File: config.mk
export PLATFORM = sky130hd
export DESIGN_NAME = bin_to_bcd_seq
export DESIGN_NICKNAME = d
export VERILOG_FILES = /design/src/rtl/bcd_pkg.sv /design/src/rtl/bcd_add3_digit.sv /design/src/rtl/bin_to_bcd_seq.sv
export SDC_FILE = /design/constraint.sdc
export NUM_CORES = 1
export LEC_CHECK = 0
export ABC_AREA = 0
export CELL_PAD_IN_SITES_DETAIL_PLACEMENT = 1
export CELL_PAD_IN_SITES_GLOBAL_PLACEMENT = 1
export CORE_MARGIN = 8
export CORE_UTILIZATION = 27
export DETAILED_ROUTE_END_ITERATION = 8
export PLACE_DENSITY_LB_ADDON = 0.05
export SYNTH_ARGS = -nofsm -noshare
export SYNTH_HDL_FRONTEND = slang
export SYNTH_HIERARCHICAL = 1
export SYNTH_SLANG_ARGS = --single-unit
File: constraint.sdc
create_clock -name clk -period 1.9 [get_ports clk]
set_input_delay 0.285 -clock clk [delete_from_list [all_inputs] [get_ports clk]]
set_output_delay 0.285 -clock clk [all_outputs]
set_load 0.1 [all_outputs]
File: src/rtl/bcd_pkg.sv
// Shared types and helpers for the sequential binary-to-BCD converter.
// Holds the digit width, the FSM encoding and the parameter legality check.
package bcd_pkg;

   localparam int unsigned DIGIT_W = 4;

   typedef enum logic [1:0] {
      IDLE   = 2'd0,
      SHIFT  = 2'd1,
      FINISH = 2'd2
   } state_e;

   // True when DIGITS decimal digits can hold every WIDTH-bit unsigned value.
   function automatic bit digits_fit(int unsigned width, int unsigned digits);
      longint unsigned p10;
      longint unsigned max_bin;
      p10 = 64'd1;
      for (int unsigned i = 0; i < digits; i++) begin
         p10 = p10 * 64'd10;
      end
      max_bin = (64'd1 << width) - 64'd1;
      return p10 > max_bin;
   endfunction

endpackage

File: src/rtl/bcd_add3_digit.sv
// Double-dabble digit correction: adds 3 to a BCD digit of 5 or more so the
// following left shift carries correctly into the next decimal digit.
module bcd_add3_digit
   import bcd_pkg::*;
(
   input  logic [DIGIT_W-1:0] i_digit,
   output logic [DIGIT_W-1:0] o_digit
);

   always_comb begin
      o_digit = i_digit;
      if (i_digit >= DIGIT_W'(5)) begin
         o_digit = i_digit + DIGIT_W'(3);
      end
   end

endmodule

File: src/rtl/bin_to_bcd_seq.sv
// Sequential shift-add-3 binary-to-BCD converter, one input bit per clock.
// Digits are registered and change only on the cycle done pulses.
module bin_to_bcd_seq
   import bcd_pkg::*;
#(
   parameter int unsigned WIDTH  = 16,
   parameter int unsigned DIGITS = 5
) (
   input  logic                        clk,
   input  logic                        rst_n,
   input  logic                        start,
   input  logic [WIDTH-1:0]            bin_in,
   output logic                        busy,
   output logic                        done,
   output logic [DIGITS*DIGIT_W-1:0]   bcd
);

   localparam int unsigned BCD_W = DIGITS * DIGIT_W;
   localparam int unsigned SCR_W = BCD_W + WIDTH;
   localparam int unsigned CNT_W = $clog2(WIDTH + 1);

   if (!digits_fit(WIDTH, DIGITS)) begin : g_bad_params
      $error("bin_to_bcd_seq: DIGITS too small to represent 2**WIDTH-1");
   end

   state_e             r_state;
   logic [SCR_W-1:0]   r_scratch;
   logic [CNT_W-1:0]   r_count;
   logic [BCD_W-1:0]   r_bcd;
   logic               r_done;

   logic [BCD_W-1:0]   w_adj;
   logic [SCR_W-1:0]   w_shifted;

   for (genvar g = 0; g < DIGITS; g++) begin : g_digit
      bcd_add3_digit u_add3 (
         .i_digit (r_scratch[WIDTH + g*DIGIT_W +: DIGIT_W]),
         .o_digit (w_adj[g*DIGIT_W +: DIGIT_W])
      );
   end

   // Correction is applied to the digit field first, then everything shifts.
   assign w_shifted = {w_adj, r_scratch[WIDTH-1:0]} << 1;

   always_ff @(posedge clk) begin
      if (!rst_n) begin
         r_state   <= IDLE;
         r_scratch <= '0;
         r_count   <= '0;
         r_bcd     <= '0;
         r_done    <= 1'b0;
      end else begin
         r_done <= 1'b0;
         case (r_state)
            IDLE: begin
               if (start) begin
                  r_scratch <= {{BCD_W{1'b0}}, bin_in};
                  r_count   <= '0;
                  r_state   <= SHIFT;
               end
            end
            SHIFT: begin
               r_scratch <= w_shifted;
               r_count   <= r_count + CNT_W'(1);
               if (r_count == CNT_W'(WIDTH - 1)) begin
                  r_state <= FINISH;
               end
            end
            FINISH: begin
               r_bcd   <= r_scratch[SCR_W-1 -: BCD_W];
               r_done  <= 1'b1;
               r_state <= IDLE;
            end
            default: r_state <= IDLE;
         endcase
      end
   end

   assign busy = (r_state != IDLE);
   assign done = r_done;
   assign bcd  = r_bcd;

endmodule

==> flow_metrics.py, run 1 <==
metrics = {
    "setup_path": {
        "slowest_stage": "dfxtp_1",
        "cp.arrival_ns": 1.43,
        "crit_family": "flip-flops",
        "timing.rr.start": "r_state[0]$_SDFFE_PN0P_",
        "cp-end-kind": "primary output",
        "worstSetupPathType": "flop to primary output",
        "required_ns": 1.62,
        "path_buf_inv": 2,
        "worstPathMaxFanout": 9,
        "cp-start-kind": "flop",
        "crit_chain": "buf_4, or2_2, buf_12",
        "cpPeakStageDelay_ns": 0.40,
        "cp-startpoint": "r_state[1]$_SDFFE_PN0P_",
    },
    "clocking": {
        "clk_latency_ns": 0.33,
        "cts_root_buf": "clkbuf_8",
        "cts_buffers": 9,
        "cts_sinks": 64,
        "path_clk_slew_ns": 0.07,
        "h-tree-depth": 3,
        "cts_hold_buf": 0,
        "clock_path_buffers": 2,
        "cts_resized": 0,
        "postCtsSetupBuffers": 0,
        "cts_tree": "yes",
    },
    "grt": {
        "grt_overflow_total": 0,
        "grt_pass1_wl_um": 13000,
        "grt_start_max_net_pins": 25,
        "antenna_found_initial": 0,
        "grt_pass1_vias": 2466,
        "grt_util_all_layers_pct": 11.1,
    },
    "power": {
        "leakagePower_nw": 1.48,
        "ir_worst_vdd_v": 0.000305,
        "powerDensity_nw_per_um2": 754,
        "finalPower_mw": 2.77,
    },
    "die": {
        "pin_count": 41,
        "initial_utilization_pct": 27.4,
        "dieArea_um2": 14600,
        "die_h_um": 121,
        "rows": 38,
        "die_w_um": 121,
        "coreArea_um2": 10800,
    },
    "routing": {
        "routed_wl_um": 7600,
        "detail_route.wl_per_cell_um": 14.6,
        "vias_per_cell": 4.65,
        "ant_nets": 0,
        "num_vias": 2415,
        "drtIter0Drc": 84,
        "drcViolationCount": 0,
        "drt_first_pass_iters": 4,
    },
    "logic_synthesis": {
        "yosysWarnings": 6,
        "netlist_instances": 331,
        "synth.cell_area_um2": 2960,
        "syn_nets": 362,
        "syn_avg_cell_area_um2": 8.95,
    },
    "final_layout": {
        "synthToLayoutAreaGrowth_pct": 24.2,
        "antenna_cells": 0,
        "utilization_pct": 34.1,
        "fin_nets": 407,
        "layout-drive-gt1-share_pct": 17.9,
    },
    "timing": {
        "finalHoldViolations": 0,
        "max_freq_mhz": 582,
        "drv_slew": 0,
        "final.period_utilization_pct": 90.4,
        "setup_violations": 0,
        "skew_ns": 0.00665,
        "worst_pin_slew_ns": 0.787,
        "maxSlewHeadroom_pct": 47.4,
        "setup_tns_ns": 0,
        "fin_crit_ns": 1.72,
        "rsz0062_at_grt": "false",
    },
    "flow_run": {
        "maxCapViolations": 0,
    },
    "place": {
        "place_congestion": 0.708,
        "portBuffers": 40,
        "post-dp-hpwl_um": 5310,
    },
    "status": {
        "status": "finished clean",
    },
    "worst_hold_path": {
        "hold_start": "bcd[13]$_SDFFE_PN0P_",
        "min_path_type": "flop to flop",
    },
}
-- report_power, final --
group | switching (mW) | internal [mW] | total (mW) | leakage [nW]
combinational | 0.145 | 0.148 | 0.293 | 0.875
sequential | 0.0307 | 1.38 | 1.42 | 0.520
clock | 0.496 | 0.568 | 1.06 | 0.0886
-- path summary, 6_finish.rpt --
kind                                      to  slack [ns]  cells after the start
setup / recovery                        busy        0.18                      3
hold / removal          bcd[13]$_SDFFE_PN0P_        0.46                      2
setup reg to reg  r_scratch[15]$_SDFFE_PN0P_        0.36                      3
hold reg to reg         bcd[13]$_SDFFE_PN0P_        0.46                      2
-- through the flow --
stage | setup WS (ns) | hold slack [ns] | instance area (um2) | cells
after floorplan | 0.401 | 0.410 | 2960 | 331
after global placement | -0.0606 | 0.448 | 3500 | 505
after detailed placement | -0.0179 | 0.456 | 3500 | 505
after CTS | 0.156 | 0.468 | 3680 | 519
after global routing | 0.0974 | 0.488 | 3680 | 519
final | 0.183 | 0.463 | 3680 | 519
-- worst min-delay path, stage by stage, from the launching register on --
cell,delay (ns)
dfxtp_1,0.31
nand2_1,0.05
a21boi_0,0.06
-- state kept, by name (all words and copies together) (netlist names) --
register / cells
r_scratch: 36
bcd: 20
r_count: 5
r_state: 2
done: 1
-- per-layer routing --
layer  GRT usage (%)  share of wire (%)  vias up
li1                -                  -     1224
met1            14.4                 50     1153
met2            17.1                 46       31
met3            3.82                3.8        7
met4            3.28               0.96        0
met5               0                  0        -
-- layout by cell type, fill, tap and decap left out, types with 3 or more instances in the layout --
cell type / n
ha_1: 12
nand2b_1: 10
clkbuf_8: 12
a221o_1: 3
inv_1: 12
a21oi_1: 12
nand2_1: 64
nor2b_1: 15
o221a_2: 11
mux2i_1: 5
clkdlybuf4s50_1: 18
dfxtp_1: 64
and2_1: 6
a21boi_0: 21
xnor2_1: 5
nor2_1: 18
a21oi_2: 5
o21ai_0: 6
buf_4: 36
o21ai_1: 4
a22o_1: 23
-- layout make-up --
type                       instances  area (um2)
inverter                          12        45.0
fill                            1284        7120
sequential                        64        1280
timing repair buffer              56         490
multi-input combinational        233        1510
clock buffer                      14         173
tap                              140         175
Note: power is estimated with default switching activity, not from simulation.
==> run 2: changes to the inputs <==
--- a/config.mk
+++ b/config.mk
@@ -12,6 +12,7 @@
 export CORE_UTILIZATION = 27
 export DETAILED_ROUTE_END_ITERATION = 8
 export PLACE_DENSITY_LB_ADDON = 0.05
+export RECOVER_POWER = 50
 export SYNTH_ARGS = -nofsm -noshare
 export SYNTH_HDL_FRONTEND = slang
 export SYNTH_HIERARCHICAL = 1
==> flow_metrics.py, run 2 (same netlist as run 1, synthesis figures left out) <==
metrics = {
    "timing": {
        "finalHoldViolations": 0,
        "layout_setup_ws_ns": 0.189,
        "max_freq_mhz": 585,
        "skew_ns": 0.00695,
        "maxSlewHeadroom_pct": 47.7,
        "rsz0062_at_grt": "false",
        "setup_violations": 0,
        "fin_crit_ns": 1.71,
        "drv_slew": 0,
        "worst_pin_slew_ns": 0.781,
        "final.period_utilization_pct": 90.0,
    },
    "power": {
        "ir_worst_vdd_v": 0.000314,
        "p_int_mw": 2.10,
        "swShare_pct": 24.3,
        "seq_power_share_pct": 51.1,
        "powerDensity_nw_per_um2": 767,
        "power.switching_mw": 0.673,
        "finalPower_mw": 2.77,
        "leakagePower_nw": 1.46,
        "p_clk_share_pct": 38.4,
        "p_comb_share_pct": 10.5,
    },
    "grt": {
        "grt_start_max_net_pins": 25,
        "grt_overflow_total": 0,
        "grt_util_all_layers_pct": 11.1,
        "met2_usage_pct": 17.1,
        "antenna_found_initial": 0,
        "grt_pass1_wl_um": 13000,
        "grtUsageMet1_pct": 14.4,
        "use_met3_pct": 3.82,
        "grt_pass1_vias": 2466,
        "grt_busiest_layer": "met2",
    },
    "final_layout": {
        "largest_register_ffs": 36,
        "fin_nets": 407,
        "layout_common_cells": "64 x nand2_1, 64 x dfxtp_1, 23 x a22o_1",
        "multi_input_area_um2": 1510,
        "synthToLayoutAreaGrowth_pct": 22.1,
        "antenna_cells": 0,
        "layout-drive-gt1-share_pct": 17.4,
        "regMostFlops": "r_scratch",
        "n_fill_cell": 1292,
        "regArea_um2": 1280,
        "fin_cells": 519,
    },
    "routing": {
        "num_vias": 2415,
        "vias_per_cell": 4.65,
        "ant_nets": 0,
        "detail_route.wl_per_cell_um": 14.6,
        "routed_wl_um": 7600,
        "drcViolationCount": 0,
        "drtIter0Drc": 86,
        "drt_first_pass_iters": 4,
    },
    "clocking": {
        "clk_latency_ns": 0.33,
        "cts_resized": 0,
        "cts_hold_buf": 0,
        "cts_buffers": 9,
        "h-tree-depth": 3,
        "path_clk_slew_ns": 0.07,
        "cts_root_buf": "clkbuf_8",
        "clock_path_buffers": 2,
        "cts_tree": "yes",
        "postCtsSetupBuffers": 0,
        "cts_sinks": 64,
    },
    "setup_path": {
        "required_ns": 1.62,
        "cp-start-kind": "flop",
        "worstSetupPathType": "flop to primary output",
        "cp-end-kind": "primary output",
        "worstPathMaxFanout": 9,
        "cp.arrival_ns": 1.43,
    },
    "die": {
        "initial_utilization_pct": 27.4,
        "coreArea_um2": 10800,
        "dieArea_um2": 14600,
        "pin_count": 41,
        "die_h_um": 121,
        "die_w_um": 121,
        "rows": 38,
    },
    "status": {
        "status": "finished clean",
    },
    "place": {
        "place_congestion": 0.708,
        "pre_cts_slack_ns": -0.0179,
        "dp_cells": 505,
        "post-dp-hpwl_um": 5310,
        "portBuffers": 40,
    },
    "flow_run": {
        "maxCapViolations": 0,
    },
    "worst_hold_path": {
        "min_path_type": "flop to flop",
    },
}
run 2: changes by cell type in the layout (fill, tap and decap cells not counted), sizes merged:
| cell | before | now |
|---|---|---|
| buf | 38 | 14 |
| clkbuf | 14 | 38 |
run 2: routing by layer:
| layer | wire length, um | part of all wire [%] |
|---|---|---|
| met5 | 0 | 0 |
| met2 | 3450 | 45 |
| met3 | 278 | 3.7 |
| met4 | 78 | 1.0 |
| met1 | 3790 | 50 |
run 2: layout make-up:
type	count	share of cell area [%]
multi-input cells	233	41.8
flip-flops and latches	64	35.4
repair buffers	56	11.8
well taps	140	4.85
clock buffers	14	4.78
inverters	12	1.25
run 2: critical path, stage by stage (launching register included):
cell and delay [ns]:
dfxtp_1 0.39, buf_4 0.20, or2_2 0.32, buf_12 0.17
run 2: path summary, 6_finish.rpt:
kind                                 from                          to  slack, ns  cells past startpoint
hold reg to reg      bcd[16]$_SDFFE_PN0P_        bcd[16]$_SDFFE_PN0P_       0.46                      2
hold / removal       bcd[16]$_SDFFE_PN0P_        bcd[16]$_SDFFE_PN0P_       0.46                      2
setup reg to reg  r_state[0]$_SDFFE_PN0P_  r_scratch[15]$_SDFFE_PN0P_       0.36                      3
setup / recovery  r_state[1]$_SDFFE_PN0P_                        busy       0.19                      3
run 2: power groups by stage:
stage,Combinational [mW],Clock [mW],Sequential [mW]
floorplan,0.199,0,1.43
global placement,0.297,0,1.45
detailed placement,0.299,0,1.44
CTS,0.300,1.11,1.41
global route,0.323,1.16,1.42
finish,0.291,1.07,1.42
run 2: through the flow:
step                util, %  hold slack [ns]  TNS, ns  cell area [um2]
floorplan                 -            0.410        0             2960
global placement       32.5            0.448   -0.380             3500
detailed placement     32.5            0.456  -0.0179             3500
CTS                    34.1            0.468        0             3680
global route           33.5            0.486        0             3610
finish                 33.5            0.462        0             3610
==> run 3: changes to the inputs <==
--- a/config.mk
+++ b/config.mk
@@ -13,6 +13,7 @@
 export DETAILED_ROUTE_END_ITERATION = 8
 export PLACE_DENSITY_LB_ADDON = 0.05
 export RECOVER_POWER = 50
+export SLEW_MARGIN = 20
 export SYNTH_ARGS = -nofsm -noshare
 export SYNTH_HDL_FRONTEND = slang
 export SYNTH_HIERARCHICAL = 1
==> results of run 3 <==
No change in the layout: final DEF, timing and power equal those of run 2.
